`src/rtl/dbg_uart_pkg.sv`:
```
// Shared types and sizing helpers for the debug UART transmitter and its FIFO.
package dbg_uart_pkg;

    typedef enum logic [1:0] {
        IDLE  = 2'd0,
        START = 2'd1,
        DATA  = 2'd2,
        STOP  = 2'd3
    } state_t;

    localparam int DEF_BAUD_DIV   = 434;
    localparam int DEF_FIFO_DEPTH = 4;

    // Baud counter spans 0..div-1; keep at least one bit for degenerate divisors.
    function automatic int cnt_width(input int div);
        return (div > 1) ? $clog2(div) : 1;
    endfunction

    // One extra pointer bit distinguishes full from empty.
    function automatic int ptr_width(input int depth);
        return $clog2(depth) + 1;
    endfunction

endpackage

```
`src/rtl/dbg_fifo.sv`:
```
// Small byte FIFO with show-ahead output; writes while full are dropped and flagged.
module dbg_fifo
    import dbg_uart_pkg::*;
#(
    parameter int DEPTH = DEF_FIFO_DEPTH
) (
    input  logic       clk,
    input  logic       rst_n,
    input  logic       wr_en,
    input  logic [7:0] din,
    input  logic       rd_en,
    output logic [7:0] dout,
    output logic       full,
    output logic       empty,
    output logic       ovf_set
);

    localparam int PW = ptr_width(DEPTH);
    localparam int AW = PW - 1;

    logic [PW-1:0] wr_ptr_reg;
    logic [PW-1:0] rd_ptr_reg;
    logic [7:0]    mem [DEPTH];
    logic          wr_ok;
    logic          rd_ok;

    assign empty = (wr_ptr_reg == rd_ptr_reg);
    assign full  = (wr_ptr_reg[PW-1] != rd_ptr_reg[PW-1]) &&
                   (wr_ptr_reg[AW-1:0] == rd_ptr_reg[AW-1:0]);

    // full is the registered-pointer view, so a same-cycle pop never rescues a write.
    assign wr_ok   = wr_en && !full;
    assign rd_ok   = rd_en && !empty;
    assign ovf_set = wr_en && full;

    assign dout = mem[rd_ptr_reg[AW-1:0]];

    always_ff @(posedge clk or negedge rst_n) begin
        if (!rst_n) begin
            wr_ptr_reg <= '0;
            rd_ptr_reg <= '0;
        end else begin
            if (wr_ok) begin
                wr_ptr_reg <= wr_ptr_reg + 1'b1;
            end
            if (rd_ok) begin
                rd_ptr_reg <= rd_ptr_reg + 1'b1;
            end
        end
    end

    always_ff @(posedge clk) begin
        if (wr_ok) begin
            mem[wr_ptr_reg[AW-1:0]] <= din;
        end
    end

endmodule

```
`src/rtl/dbg_uart_tx.sv`:
```
// Debug UART transmitter: queues debug bytes and sends them 8N1, LSB first,
// with back-to-back frames whenever the queue still holds data at a stop bit.
module dbg_uart_tx
    import dbg_uart_pkg::*;
#(
    parameter int BAUD_DIV   = DEF_BAUD_DIV,
    parameter int FIFO_DEPTH = DEF_FIFO_DEPTH
) (
    input  logic       clk,
    input  logic       rst_n,
    input  logic [7:0] dbg_data,
    input  logic       dbg_tx,
    input  logic       clr_ovf,
    output logic       TX,
    output logic       dbg_done,
    output logic       full,
    output logic       busy,
    output logic       ovf
);

    localparam int            CW        = cnt_width(BAUD_DIV);
    localparam logic [CW-1:0] BAUD_LAST = CW'(BAUD_DIV - 1);

    state_t        state_reg;
    state_t        state_next;
    logic [CW-1:0] baud_reg;
    logic [CW-1:0] baud_next;
    logic [2:0]    bit_reg;
    logic [2:0]    bit_next;
    logic [7:0]    shift_reg;
    logic [7:0]    shift_next;
    logic          tx_reg;
    logic          tx_next;
    logic          done_reg;
    logic          done_next;
    logic          ovf_reg;

    logic          pop;
    logic          bit_end;
    logic [7:0]    fifo_dout;
    logic          fifo_empty;
    logic          ovf_set;

    dbg_fifo #(
        .DEPTH (FIFO_DEPTH)
    ) u_fifo (
        .clk     (clk),
        .rst_n   (rst_n),
        .wr_en   (dbg_tx),
        .din     (dbg_data),
        .rd_en   (pop),
        .dout    (fifo_dout),
        .full    (full),
        .empty   (fifo_empty),
        .ovf_set (ovf_set)
    );

    assign bit_end = (baud_reg == BAUD_LAST);

    always_comb begin
        state_next = state_reg;
        baud_next  = baud_reg;
        bit_next   = bit_reg;
        shift_next = shift_reg;
        pop        = 1'b0;

        case (state_reg)
            IDLE: begin
                baud_next = '0;
                if (!fifo_empty) begin
                    pop        = 1'b1;
                    shift_next = fifo_dout;
                    state_next = START;
                end
            end
            START: begin
                if (bit_end) begin
                    baud_next  = '0;
                    bit_next   = 3'd0;
                    state_next = DATA;
                end else begin
                    baud_next = baud_reg + 1'b1;
                end
            end
            DATA: begin
                if (bit_end) begin
                    baud_next  = '0;
                    shift_next = {1'b0, shift_reg[7:1]};
                    bit_next   = bit_reg + 3'd1;
                    if (bit_reg == 3'd7) begin
                        state_next = STOP;
                    end
                end else begin
                    baud_next = baud_reg + 1'b1;
                end
            end
            STOP: begin
                if (bit_end) begin
                    baud_next = '0;
                    // Chain straight into the next start bit to avoid an idle gap.
                    if (!fifo_empty) begin
                        pop        = 1'b1;
                        shift_next = fifo_dout;
                        state_next = START;
                    end else begin
                        state_next = IDLE;
                    end
                end else begin
                    baud_next = baud_reg + 1'b1;
                end
            end
            default: begin
                state_next = IDLE;
                baud_next  = '0;
            end
        endcase
    end

    // Line level and done pulse are derived from the next state so both are
    // plain flops yet line up exactly with the state they describe.
    always_comb begin
        tx_next = 1'b1;
        if (state_next == START) begin
            tx_next = 1'b0;
        end else if (state_next == DATA) begin
            tx_next = shift_next[0];
        end
        done_next = (state_next == STOP) && (baud_next == BAUD_LAST);
    end

    always_ff @(posedge clk or negedge rst_n) begin
        if (!rst_n) begin
            state_reg <= IDLE;
            baud_reg  <= '0;
            bit_reg   <= 3'd0;
            shift_reg <= 8'd0;
            tx_reg    <= 1'b1;
            done_reg  <= 1'b0;
        end else begin
            state_reg <= state_next;
            baud_reg  <= baud_next;
            bit_reg   <= bit_next;
            shift_reg <= shift_next;
            tx_reg    <= tx_next;
            done_reg  <= done_next;
        end
    end

    // A dropped write outranks a same-cycle clear so no overflow goes unseen.
    always_ff @(posedge clk or negedge rst_n) begin
        if (!rst_n) begin
            ovf_reg <= 1'b0;
        end else if (ovf_set) begin
            ovf_reg <= 1'b1;
        end else if (clr_ovf) begin
            ovf_reg <= 1'b0;
        end
    end

    assign TX       = tx_reg;
    assign dbg_done = done_reg;
    assign ovf      = ovf_reg;
    assign busy     = (state_reg != IDLE) || !fifo_empty;

endmodule

```
`config.mk`:
```
export PLATFORM = sky130hd
export DESIGN_NAME = dbg_uart_tx
export DESIGN_NICKNAME = d
export VERILOG_FILES = /design/src/rtl/dbg_uart_pkg.sv /design/src/rtl/dbg_fifo.sv /design/src/rtl/dbg_uart_tx.sv
export SDC_FILE = /design/constraint.sdc
export NUM_CORES = 1
export LEC_CHECK = 0
export ABC_AREA = 1
export CAP_MARGIN = 15
export CORE_AREA = 2 2 56 110
export DETAILED_ROUTE_END_ITERATION = 7
export DIE_AREA = 0 0 58 112
export PLACE_DENSITY = 0.75
export SYNTH_ARGS = -nofsm -noshare
export SYNTH_HDL_FRONTEND = slang
export SYNTH_SLANG_ARGS = --single-unit
```
`constraint.sdc`:
```
create_clock -name clk -period 2.1 [get_ports clk]
set_input_delay 0.63 -clock clk [delete_from_list [all_inputs] [get_ports clk]]
set_output_delay 0.63 -clock clk [all_outputs]
set_load 0.05 [all_outputs]
```
==> results.sh <==
export IMPL_status="complete, no violations"
export IMPL_nNetsFinal=399
export IMPL_final_core_util=0.689
export IMPL_finalMaxSlewViolations=0
export IMPL_area_growth_pct=21.8
export IMPL_syn_area_mm2=0.00320
export IMPL_clock_latency_ns=0.33
export IMPL_final_antenna_net_count=0
export IMPL_critPathRequiredTime_ns=1.47
export IMPL_cp_end_kind="output port"
export IMPL_wl_per_cell_um=15.9
export IMPL_diodes=0
export IMPL_finalCritPeriodShare=0.980
export IMPL_vias=2351
export IMPL_initial_core_util=0.566
export IMPL_clock_sinks=63
export IMPL_grt_max_degree=32
export IMPL_syn_area_per_cell_um2=9.64
export IMPL_via_per_inst=5.36
export IMPL_io_pins=17
export IMPL_final_cell_area_mm2=0.00390
export IMPL_maxSlewHeadroom=0.665
export IMPL_grt_usage=0.246
export IMPL_finClkSkew_ns=0.00652
export IMPL_die_h_um=112
export IMPL_place_gp_congestion=0.871
export IMPL_hp_class="flop to flop"
export IMPL_post_route_drc_count=0
export IMPL_synth_seq_cells=63
export IMPL_clock_path_buffers=2
export IMPL_cp_start_kind="flop"
export IMPL_hold_viol=0
export IMPL_antenna_found_initial=0
export IMPL_grt_pass1_wl_mm=11.3
export IMPL_dieArea_mm2=0.00650
export IMPL_worst_slew_pin_slew_ns=0.501
export IMPL_grt_pass1_vias=2411
export IMPL_synth_xor_area_frac=0.0336
export IMPL_grt_overflow=0
export IMPL_crit_type="flop to output port"
export IMPL_setup_viol=0
export IMPL_maxCapViolCount=0
export IMPL_synth_compound_gate_area_share=0.0840
export IMPL_cts_tree="yes"
export IMPL_ys_types=35
export IMPL_critPathArrivalTime_ns=1.43
export IMPL_final_layout_size_suffix_gt1_frac=0.188
export IMPL_h_tree_depth=3
export IMPL_post_dp_hpwl_mm=5.15
export IMPL_placed_cell_area_mm2=0.00348
export IMPL_synth_warnings=0
export IMPL_irDropWorstVdd_mv=0.975
export IMPL_fin_crit_ns=2.06
export IMPL_muxShareOfSynthArea=0.00352
export IMPL_drtIter0Drc=98
export IMPL_layout_cells_non_filler=439
export IMPL_largest_register_ffs=32
export IMPL_first_pass_iters=4
export IMPL_synth_top_family_by_area="simple AND/OR/NAND/NOR gates"
export IMPL_wl_mm=6.99
export IMPL_power_density_mw_per_mm2=981
export IMPL_io_buffers=16
export IMPL_core_mm2=0.00566
export IMPL_clk_pin_slew_ns=0.05
export IMPL_cts_root_buf="clkbuf_16"
export IMPL_synth_nets=358
export IMPL_synthAdderAreaFrac=0.0547
export IMPL_p_leak_nw=1.74
export IMPL_holdBufCountCts=0
export IMPL_netlist_instances=332
export IMPL_dpl_cell_count=413
export IMPL_die_width_um=58
export IMPL_numCtsBuffers=9
export IMPL_critical_path_max_fanout=4
export IMPL_synth_simple_area_share=0.219
export IMPL_row_count=39
export IMPL_synth_seq_area_share=0.543
export IMPL_clock_fmax_ghz=0.486
[report_power, final]
group / internal [mW] / switching [mW]
Combinational: 0.332 / 0.428
Clock: 1.03 / 0.482
Sequential: 1.48 / 0.0700
Total: 2.84 / 0.981
[layout make-up]
class                   instances  area (um^2)
multi-input cells             223         1280
repair buffers                 35          328
clock buffers                  12          236
clock inverters                 4         70.1
fillers                       439         1760
inverters                      41          161
flip-flops and latches         63         1740
well taps                      61         76.3
[logic make-up (layout without fill, tap and decap cells)]
family | count (synthesis) | after routing
flip-flops | 63 | 63
XOR/XNOR | 8 | 8
adder cells (fa/ha/maj) | 14 | 14
multiplexers | 1 | 1
buffers and inverters | 46 | 92
AO/OA/AOI/OAI | 46 | 46
AND/OR/NAND/NOR | 154 | 154
[final timing paths]
check	start	endpoint	slack [ns]	cells past startpoint
worst max register to register	baud_reg[1]	u_fifo.rd_ptr_reg[2]	0.30	10
min in group asynchronous	rst_n	baud_reg[2]	0.66	2
worst min register to register	u_fifo.wr_ptr_reg[2]	u_fifo.wr_ptr_reg[2]	0.50	1
worst min-delay path	u_fifo.wr_ptr_reg[2]	u_fifo.wr_ptr_reg[2]	0.50	1
max in group asynchronous	rst_n	TX	1.20	2
worst max-delay path	u_fifo.rd_ptr_reg[1]	busy	0.04	5
[cell usage after synthesis, drive strengths merged]
| cell type | count | share of area |
|---|---|---|
| nand3 | 27 | 0.048 |
| mux2 | 1 | 0.0035 |
| xnor2 | 3 | 0.020 |
| a22o | 2 | 0.0055 |
| nand4 | 6 | 0.012 |
| o21bai | 1 | 0.0059 |
| a31oi | 1 | 0.0020 |
| nand3b | 1 | 0.0023 |
| inv | 40 | 0.048 |
| clkinv | 1 | 0.0012 |
| a211oi | 1 | 0.0039 |
| buf | 5 | 0.014 |
| xor2 | 5 | 0.014 |
| a22oi | 2 | 0.0047 |
| dfstp | 1 | 0.0082 |
| ha | 14 | 0.055 |
| nand2 | 61 | 0.080 |
| and3 | 1 | 0.0020 |
| dfrtp | 30 | 0.23 |
| o21ai | 32 | 0.050 |
| a21oi | 7 | 0.012 |
| edfxtp | 32 | 0.30 |
| nor2 | 57 | 0.070 |
| nor3 | 1 | 0.0051 |
[cells in the final DEF, fill, tap and decap left out, types with 4 or more instances in the layout]
cell type	Yosys	layout
clkdlybuf4s50_1	0	11
clkbuf_16	0	9
nand2_1	56	54
o21ai_0	21	21
edfxtp_1	32	32
nor2_1	53	53
a21oi_1	6	6
nor2_2	4	4
dfrtp_1	30	26
ha_1	14	13
o21ai_1	11	11
nand2_2	2	4
nand4_1	6	6
inv_2	6	7
buf_4	0	19
nand3_1	25	24
inv_1	33	32
xor2_1	5	5
dfrtp_2	0	4
[per-stage QoR]
step / power, mW / hold WS (ns) / setup TNS [ns] / setup WS [ns]
floorplan: 1.94 / 0.334 / 0 / 0.114
global placement: 2.13 / 0.479 / 0 / 0.158
detailed placement: 2.14 / 0.483 / 0 / 0.145
CTS: 3.78 / 0.493 / -0.0286 / -0.0286
global route: 3.99 / 0.522 / -0.00792 / -0.00464
finish: 3.82 / 0.496 / 0 / 0.0421
[worst max-delay path: stages (launching register included)]
cell and delay (ns):
dfrtp_2 0.44, xnor2_4 0.25, nand3_4 0.14, inv_8 0.08, nand2_2 0.05, buf_6 0.15
[routing by layer]
metal,part of all wire,up-vias,GRT usage
li1,-,1178,-
met1,0.31,1110,0.201
met2,0.62,42,0.490
met3,0.026,21,0.0534
met4,0.042,0,0.140
met5,0,-,0
[what timing repair did]
action	CTS	global route
endpoints found under the setup margin	2	3
resized for setup	7	8
pin swaps	3	2
buffers inserted	7	3
Note: power is estimated with default switching activity, not from simulation.
